--- src/rtl/mac_unit_wave_seq.sv ---
// rtl/mac_unit_wave_seq.sv - self-sequencing bit-serial sparse-column dot-product MAC
//
// Takes one activation vector through act_valid/act_ready and keeps it in a
// register. Sparse weight bit-columns then arrive through col_valid/col_ready.
// Each column carries its own bit position in col_idx. For every column the
// selected, sign-applied lanes pass through an adder tree. The tree sum is
// shifted by col_idx and added to the accumulator. The column flagged
// col_last ends the vector, and the result is then offered on
// res_valid/res_ready.
//
// Ports:
//   clk, reset_n          clock, synchronous active-low reset
//   act_valid/act_ready   activation vector handshake, act = VEC_LENGTH lanes
//   col_valid/col_ready   column handshake, sign/w_bit per lane, col_idx, col_last
//   res_valid/res_ready   result handshake, result = accumulated dot product
//   col_count             columns accepted for the current vector (saturating)
module mac_unit_wave_seq #(
    parameter int DATA_WIDTH = 8,
    parameter int VEC_LENGTH = 16,
    parameter int W_PREC     = 8,
    localparam int IDX_WIDTH  = $clog2(W_PREC),
    localparam int PSUM_WIDTH = DATA_WIDTH + 1 + $clog2(VEC_LENGTH),
    localparam int RES_WIDTH  = PSUM_WIDTH + W_PREC
) (
    input  logic                                  clk,
    input  logic                                  reset_n,
    input  logic                                  act_valid,
    output logic                                  act_ready,
    input  logic [VEC_LENGTH-1:0][DATA_WIDTH-1:0] act,
    input  logic                                  col_valid,
    output logic                                  col_ready,
    input  logic [VEC_LENGTH-1:0]                 sign,
    input  logic [VEC_LENGTH-1:0]                 w_bit,
    input  logic [IDX_WIDTH-1:0]                  col_idx,
    input  logic                                  col_last,
    output logic                                  res_valid,
    input  logic                                  res_ready,
    output logic signed [RES_WIDTH-1:0]           result,
    output logic [IDX_WIDTH:0]                    col_count
);

    localparam logic [IDX_WIDTH:0] CNT_MAX = (IDX_WIDTH + 1)'(W_PREC);

    typedef enum logic [1:0] {
        IDLE  = 2'd0,
        ACCUM = 2'd1,
        DONE  = 2'd2
    } state_t;

    state_t                                state_q, state_d;
    logic [VEC_LENGTH-1:0][DATA_WIDTH-1:0] act_q, act_d;
    logic signed [RES_WIDTH-1:0]           acc_q, acc_d;
    logic signed [RES_WIDTH-1:0]           result_q, result_d;
    logic [IDX_WIDTH:0]                    col_count_q, col_count_d;

    // Heap-ordered adder tree: leaves sit at VEC_LENGTH-1 .. 2*VEC_LENGTH-2.
    // Node i sums nodes 2i+1 and 2i+2. Every node is PSUM_WIDTH wide, so
    // each level adds sign-extended operands and the tree cannot overflow.
    logic signed [PSUM_WIDTH-1:0] tree [2*VEC_LENGTH-1];
    logic signed [DATA_WIDTH:0]   lane_a;
    logic signed [DATA_WIDTH:0]   lane_v;
    logic signed [PSUM_WIDTH-1:0] psum;
    logic signed [RES_WIDTH-1:0]  psum_ext;
    logic signed [RES_WIDTH-1:0]  shifted;
    logic signed [RES_WIDTH-1:0]  acc_sum;

    always_comb begin
        lane_a = '0;
        lane_v = '0;
        for (int i = 0; i < 2*VEC_LENGTH-1; i++) begin
            tree[i] = '0;
        end
        for (int i = 0; i < VEC_LENGTH; i++) begin
            // One extra bit lets the negation of the most negative activation fit.
            lane_a = {act_q[i][DATA_WIDTH-1], act_q[i]};
            if (!w_bit[i]) begin
                lane_v = '0;
            end else if (sign[i]) begin
                lane_v = -lane_a;
            end else begin
                lane_v = lane_a;
            end
            tree[VEC_LENGTH-1+i] = {{(PSUM_WIDTH-DATA_WIDTH-1){lane_v[DATA_WIDTH]}}, lane_v};
        end
        for (int i = VEC_LENGTH-2; i >= 0; i--) begin
            tree[i] = tree[2*i+1] + tree[2*i+2];
        end
        psum     = tree[0];
        psum_ext = {{(RES_WIDTH-PSUM_WIDTH){psum[PSUM_WIDTH-1]}}, psum};
        shifted  = psum_ext <<< col_idx;
        acc_sum  = acc_q + shifted;
    end

    always_comb begin
        state_d     = state_q;
        act_d       = act_q;
        acc_d       = acc_q;
        result_d    = result_q;
        col_count_d = col_count_q;
        act_ready   = 1'b0;
        col_ready   = 1'b0;
        res_valid   = 1'b0;

        case (state_q)
            IDLE: begin
                act_ready = 1'b1;
                if (act_valid) begin
                    act_d       = act;
                    acc_d       = '0;
                    col_count_d = '0;
                    state_d     = ACCUM;
                end
            end
            ACCUM: begin
                col_ready = 1'b1;
                if (col_valid) begin
                    acc_d = acc_sum;
                    if (col_count_q != CNT_MAX) begin
                        col_count_d = col_count_q + 1'b1;
                    end
                    if (col_last) begin
                        // The result register is loaded only here. It keeps
                        // its stale value through the next IDLE/ACCUM phases.
                        result_d = acc_sum;
                        state_d  = DONE;
                    end
                end
            end
            DONE: begin
                res_valid = 1'b1;
                if (res_ready) begin
                    state_d = IDLE;
                end
            end
            default: begin
                state_d = IDLE;
            end
        endcase
    end

    always_ff @(posedge clk) begin
        if (!reset_n) begin
            state_q     <= IDLE;
            act_q       <= '0;
            acc_q       <= '0;
            result_q    <= '0;
            col_count_q <= '0;
        end else begin
            state_q     <= state_d;
            act_q       <= act_d;
            acc_q       <= acc_d;
            result_q    <= result_d;
            col_count_q <= col_count_d;
        end
    end

    assign result    = result_q;
    assign col_count = col_count_q;

endmodule
--- config.mk ---
export PLATFORM = sky130hd
export DESIGN_NAME = mac_unit_wave_seq
export DESIGN_NICKNAME = d
export VERILOG_FILES = /design/src/rtl/mac_unit_wave_seq.sv
export SDC_FILE = /design/constraint.sdc
export NUM_CORES = 1
export LEC_CHECK = 0
export ABC_AREA = 1
export BUFFER_PORTS_ARGS = -buffer_cell sky130_fd_sc_hd__buf_4
export CORE_ASPECT_RATIO = 0.6
export CORE_MARGIN = 10
export CORE_UTILIZATION = 55
export DETAILED_ROUTE_END_ITERATION = 12
export PLACE_DENSITY = 0.89
export SYNTH_ARGS = -nofsm -noshare
export SYNTH_HDL_FRONTEND = slang
export SYNTH_SLANG_ARGS = --single-unit
--- constraint.sdc ---
create_clock -name clk -period 13.3 [get_ports clk]
set_clock_uncertainty 0.05 [all_clocks]
set_input_delay 1.33 -clock clk [delete_from_list [all_inputs] [get_ports clk]]
set_output_delay 1.33 -clock clk [all_outputs]
set_load 0.05 [all_outputs]
## Word-level counts from Yosys, hierarchy flattened

Index checks and enable logic that the tools add are counted.

| cells by class | value |
|---|---|
| equality and inequality tests | 8 |
| add/subtract/negate cells | 33 |
| muxes and demuxes | 47 |
| reductions and logical operators | 7 |
| shift operators | 1 |

Operator list:

| cell | count |
|---|---|
| two-way mux 9 bit | 32 |
| negation 8 -> 9 bit | 16 |
| adder 9 x 9 -> 10 bit | 8 |
| adder 10 x 10 -> 11 bit | 4 |
| two-way mux 21 bit | 2 |
| one-hot mux 21 bit (2 select lines) | 1 |
| adder 11 x 11 -> 12 bit | 2 |
| adder 21 bit | 1 |
| <<< shifter 13 x 3 -> 21 bit | 1 |
| adder 12 x 12 -> 13 bit | 1 |
| two-way mux 4 bit | 3 |
| != test 2 bit (second input constant) | 5 |
| two-way mux 2 bit | 4 |
| one-hot mux 4 bit (2 select lines) | 1 |
| AND reduction 4 bit | 2 |
| one-hot mux 2 bit (3 select lines) | 1 |
| AND reduction 3 bit | 2 |
| adder 4 x 1 -> 4 bit (second input constant) | 1 |
| != test 4 bit (second input constant) | 1 |
| two-way mux 1 bit | 3 |
| equality test 2 x 1 -> 1 bit (second input constant) | 1 |
| equality test 2 bit (second input constant) | 1 |
| logical NOT 2 bit | 1 |
| AND reduction 2 bit | 1 |
| nonzero test 2 bit | 1 |

| word-level totals | value |
|---|---|
| input port bits | 169 |
| bits in registers | 176 |
| output and inout port bits | 28 |
| logic and storage cells | 116 |

## Longest topological paths before layout

| logic depth | value |
|---|---|
| word-level depth | 11 |
| depth in mapped cells | 47 |
| mapped depth without buffers | 47 |

## Least setup slack after synthesis

OpenSTA, ideal clock, no wires.

| timing | value |
|---|---|
| path type | input to register |
| start point | input sign[7] |
| end point | register acc_q[18] |
| stages | 31 |
| arrival time | 7.818 ns |
| setup slack | 5.361 ns |
| path buffers | 1 |
| required time | 13.180 ns |
| path through | clkbuf_1 inv_1 o21bai_1 nand3_1 fa_1 inv_1 fa_1 fa_1 fa_1 inv_1 fa_1 inv_1 fa_1 ha_1 fa_1 nand2_1 nand3_1 xor2_1 or2_2 nand2_1 nand2_1 nand3_1 o21ai_0 ha_1 nand2_2 nor4_4 nand3_1 nand3_1 xor2_1 nand2_1 a21oi_1 |

| between the ends | value |
|---|---|
| cells in the longest elaborated chain, start to end | 10 |

RTL lines:

| element | RTL line | text |
|---|---|---|
| start: declaration | 32 | `input logic [VEC_LENGTH-1:0] sign,` |
| two-way mux 9 bit | 78 | `end else if (sign[i]) begin` |
| two-way mux 9 bit | 76 | `if (!w_bit[i]) begin` |
| adder 9 x 9 -> 10 bit | 86 | `tree[i] = tree[2*i+1] + tree[2*i+2];` |
| adder 10 x 10 -> 11 bit | 86 |  |
| adder 11 x 11 -> 12 bit | 86 |  |
| adder 12 x 12 -> 13 bit | 86 |  |
| <<< shifter 13 x 3 -> 21 bit | 90 | `shifted = psum_ext <<< col_idx;` |
| adder 21 bit | 91 | `acc_sum = acc_q + shifted;` |
| two-way mux 21 bit | 116 | `if (col_valid) begin` |
| one-hot mux 21 bit (2 select lines) | 104 | `case (state_q)` |
| end signal: assignment | 145 | `acc_q <= '0;` |
| end signal: assignment | 151 | `acc_q <= acc_d;` |
| end: declaration | 52 | `logic signed [RES_WIDTH-1:0] acc_q, acc_d;` |

Every way passes these cells. The select of a mux whose other input is x is not followed.
A chain may end at the register's enable or synchronous reset.

## Worst setup path after layout

| timing | value |
|---|---|
| start point | input sign[8] |
| end point | register acc_q[13] |

Same word-level chain as after synthesis.

==> results.json <==
{
  "ys_async_sr_fraction_pct": 0,
  "synth_cell_types": 44,
  "coreArea_sq_um": 26500,
  "num_vias": 14600,
  "r2r-end": "acc_q[13]$_SDFFE_PN0P_",
  "synth-edff-count": 0,
  "yosysWarningCount": 0,
  "cpPeakStageDelay_ns": 0.59,
  "synth-seq-cells": 176,
  "drc": 0,
  "drt_pass1_iterations": 6,
  "grt_pass1_vias": 13800,
  "place.gp.congestion": 1.02,
  "synth_area_per_cell_sq_um": 7.14,
  "insertion_delay_ns": 0.47,
  "slowest_stage": "fa_1",
  "ctsRootBufferMaster": "clkbuf_16",
  "die_area_sq_um": 34100,
  "hold_path_depth": 2,
  "final_cell_mix": "inv_1 (377), o21ai_0 (257), nand2_1 (246), a21oi_1 (214), buf_4 (199)",
  "path_class": "input port to register",
  "area_growth_syn_to_layout_pct": 15.6,
  "grt_pass1_wl_um": 73000,
  "cts_setup_buffers": 0,
  "finalHoldViolations": 0,
  "worstMarginPinSlew_ns": 1.02,
  "die_y_um": 147,
  "final_common_cell": "inv_1",
  "muxShareOfSynthArea_pct": 0.0676,
  "synth-simple-area-share_pct": 20.3,
  "wire_per_inst_um": 17.7,
  "num-fill-cells": 2306,
  "start_util_pct": 55.9,
  "cts_hold_buf": 0,
  "finalSetupViolCount": 0,
  "rr_worst_depth": 39,
  "cts_sinks": 176,
  "clk_pin_slew_ns": 0.06,
  "crit_required_ns": 13.56,
  "die_w_um": 232,
  "rsz0062_at_grt": "false",
  "synth_cells": 2075,
  "htree_levels": 4,
  "synthXorXnorAreaFrac_pct": 1.18,
  "worstHoldStart": "acc_q[8]$_SDFFE_PN0P_",
  "initialDrtViolationCount": 1936,
  "grt_antenna_before_repair": 0,
  "period_minus_slack_ns": 8.77,
  "clk_path_buf_depth": 2,
  "yosysSeqAreaShare_pct": 23.8,
  "grt_max_degree": 107,
  "synthAdderAreaFrac_pct": 23.0,
  "maxSlewViolCount": 0,
  "setup.worst_path.start": "sign[8]",
  "io_buffer_count": 196,
  "ys_dominant_reg_cell": "dfxtp_1",
  "start_kind": "input port",
  "grt_usage_pct": 26.6,
  "grt_overflow": 0,
  "synth_top_family_by_area": "adder cells",
  "end_kind": "register",
  "crit_top_cell": "fa_1",
  "cts_resized": 0,
  "maxCapViolCount": 0,
  "status": "finished clean",
  "antenna_cells": 0,
  "arrival_ns": 9.03,
  "synth_compound_area_share_pct": 19.9,
  "fmax_mhz": 114,
  "syn_area_sq_um": 14800,
  "tns_ns": 0,
  "crit_fanout": 8,
  "worstHoldEndpoint": "acc_q[8]$_SDFFE_PN0P_",
  "tritoncts": "built",
  "wl_um": 45800,
  "syn_nets": 2435,
  "r2r_slack_ns": 4.65,
  "drive_gt1_share_pct": 11.6,
  "routed_via_density": 5.62,
  "numCtsBuffers": 17,
  "ios": 197,
  "ant_nets": 0,
  "rr_startpoint": "act_q[32]$_SDFFE_PN0P_",
  "dp_hpwl_um": 36600,
  "slew_headroom_pct": 32.0,
  "fin_nets": 2582,
  "hp-class": "register to register",
  "period_share_pct": 65.9,
  "rows": 46
}
worst max-delay path, delay by kind of cell:
family / cells / cell delay (ns)
fa+ha+maj: 9 / 4.45
compound gates: 7 / 1.73
simple gates: 8 / 0.83
buf+inv: 6 / 0.54
xor+xnor: 1 / 0.14
synth_stat cells, types with 11 or more instances:
library cell / count / area share (%)
xor2_1: 12 / 0.71
nor3_1: 91 / 3.1
nor2_1: 158 / 4.0
buf_2: 21 / 0.71
o21bai_1: 35 / 1.8
fa_1: 135 / 18
nand3_1: 137 / 4.6
and3_1: 11 / 0.46
ha_1: 56 / 4.7
a21oi_1: 214 / 7.2
inv_1: 377 / 9.6
nand2_1: 247 / 6.3
o21ai_0: 257 / 8.7
dfxtp_1: 176 / 24
clkbuf_1: 50 / 1.3
o211ai_1: 13 / 0.66
how the worst max path moves through the flow:
stage / to / slack (ns) / cells past startpoint
2_1_floorplan: acc_q[18]$_SDFFE_PN0P_ / 5.36 / 31
3_3_place_gp: acc_q[18]$_SDFFE_PN0P_ / 4.46 / 28
3_5_place_dp: acc_q[13]$_SDFFE_PN0P_ / 4.42 / 31
4_1_cts: acc_q[13]$_SDFFE_PN0P_ / 4.82 / 29
5_1_grt: acc_q[13]$_SDFFE_PN0P_ / 4.14 / 38
6_report: acc_q[13]$_SDFFE_PN0P_ / 4.53 / 31
per-stage QoR:
stage / std cells / setup WS (ns) / utilization [%] / hold WS [ns] / area, sq um
after global placement: 2563 / 4.46 / 62.2 / 0.407 / 16500
after detailed placement: 2563 / 4.42 / 62.2 / 0.410 / 16500
final: 2594 / 4.53 / 64.7 / 0.426 / 17100
after global routing: 2594 / 4.14 / 64.7 / 0.442 / 17100
after CTS: 2594 / 4.82 / 64.7 / 0.421 / 17100
after floorplan: 2075 / 5.36 / - / 0.398 / 14800
metal layers:
| metal | track usage, % | up-vias | share of wire (%) |
|---|---|---|---|
| met5 | 0 | - | 0 |
| li1 | - | 7014 | - |
| met4 | 6.74 | 0 | 1.6 |
| met3 | 8.13 | 60 | 11 |
| met1 | 37.8 | 6826 | 46 |
| met2 | 38.4 | 671 | 42 |
final cells by class:
cell class	instances	area [sq um]	share of cell area, %
multi-input cells	1443	9550	55.8
flip-flops and latches	176	3520	20.6
repair buffers	199	1490	8.72
inverters	385	1450	8.47
clock buffers	19	453	2.64
well taps	360	450	2.63
clock inverters	12	204	1.19
registers in the layout (all words and copies together), names as in the netlist:
register   cells
act_q        128
acc_q         21
state_q        2
result        21
col_count      4
cells by family after synthesis:
family / count (synthesis)
AO/OA/AOI/OAI: 551
XOR/XNOR: 20
adder cells (fa/ha/maj): 191
buffers and inverters: 456
flip-flops: 176
multiplexers: 1
AND/OR/NAND/NOR: 680
Power is left out: the tool's default activity adds up to more than one toggle a clock period on the data nets, which glitch-free logic cannot reach.
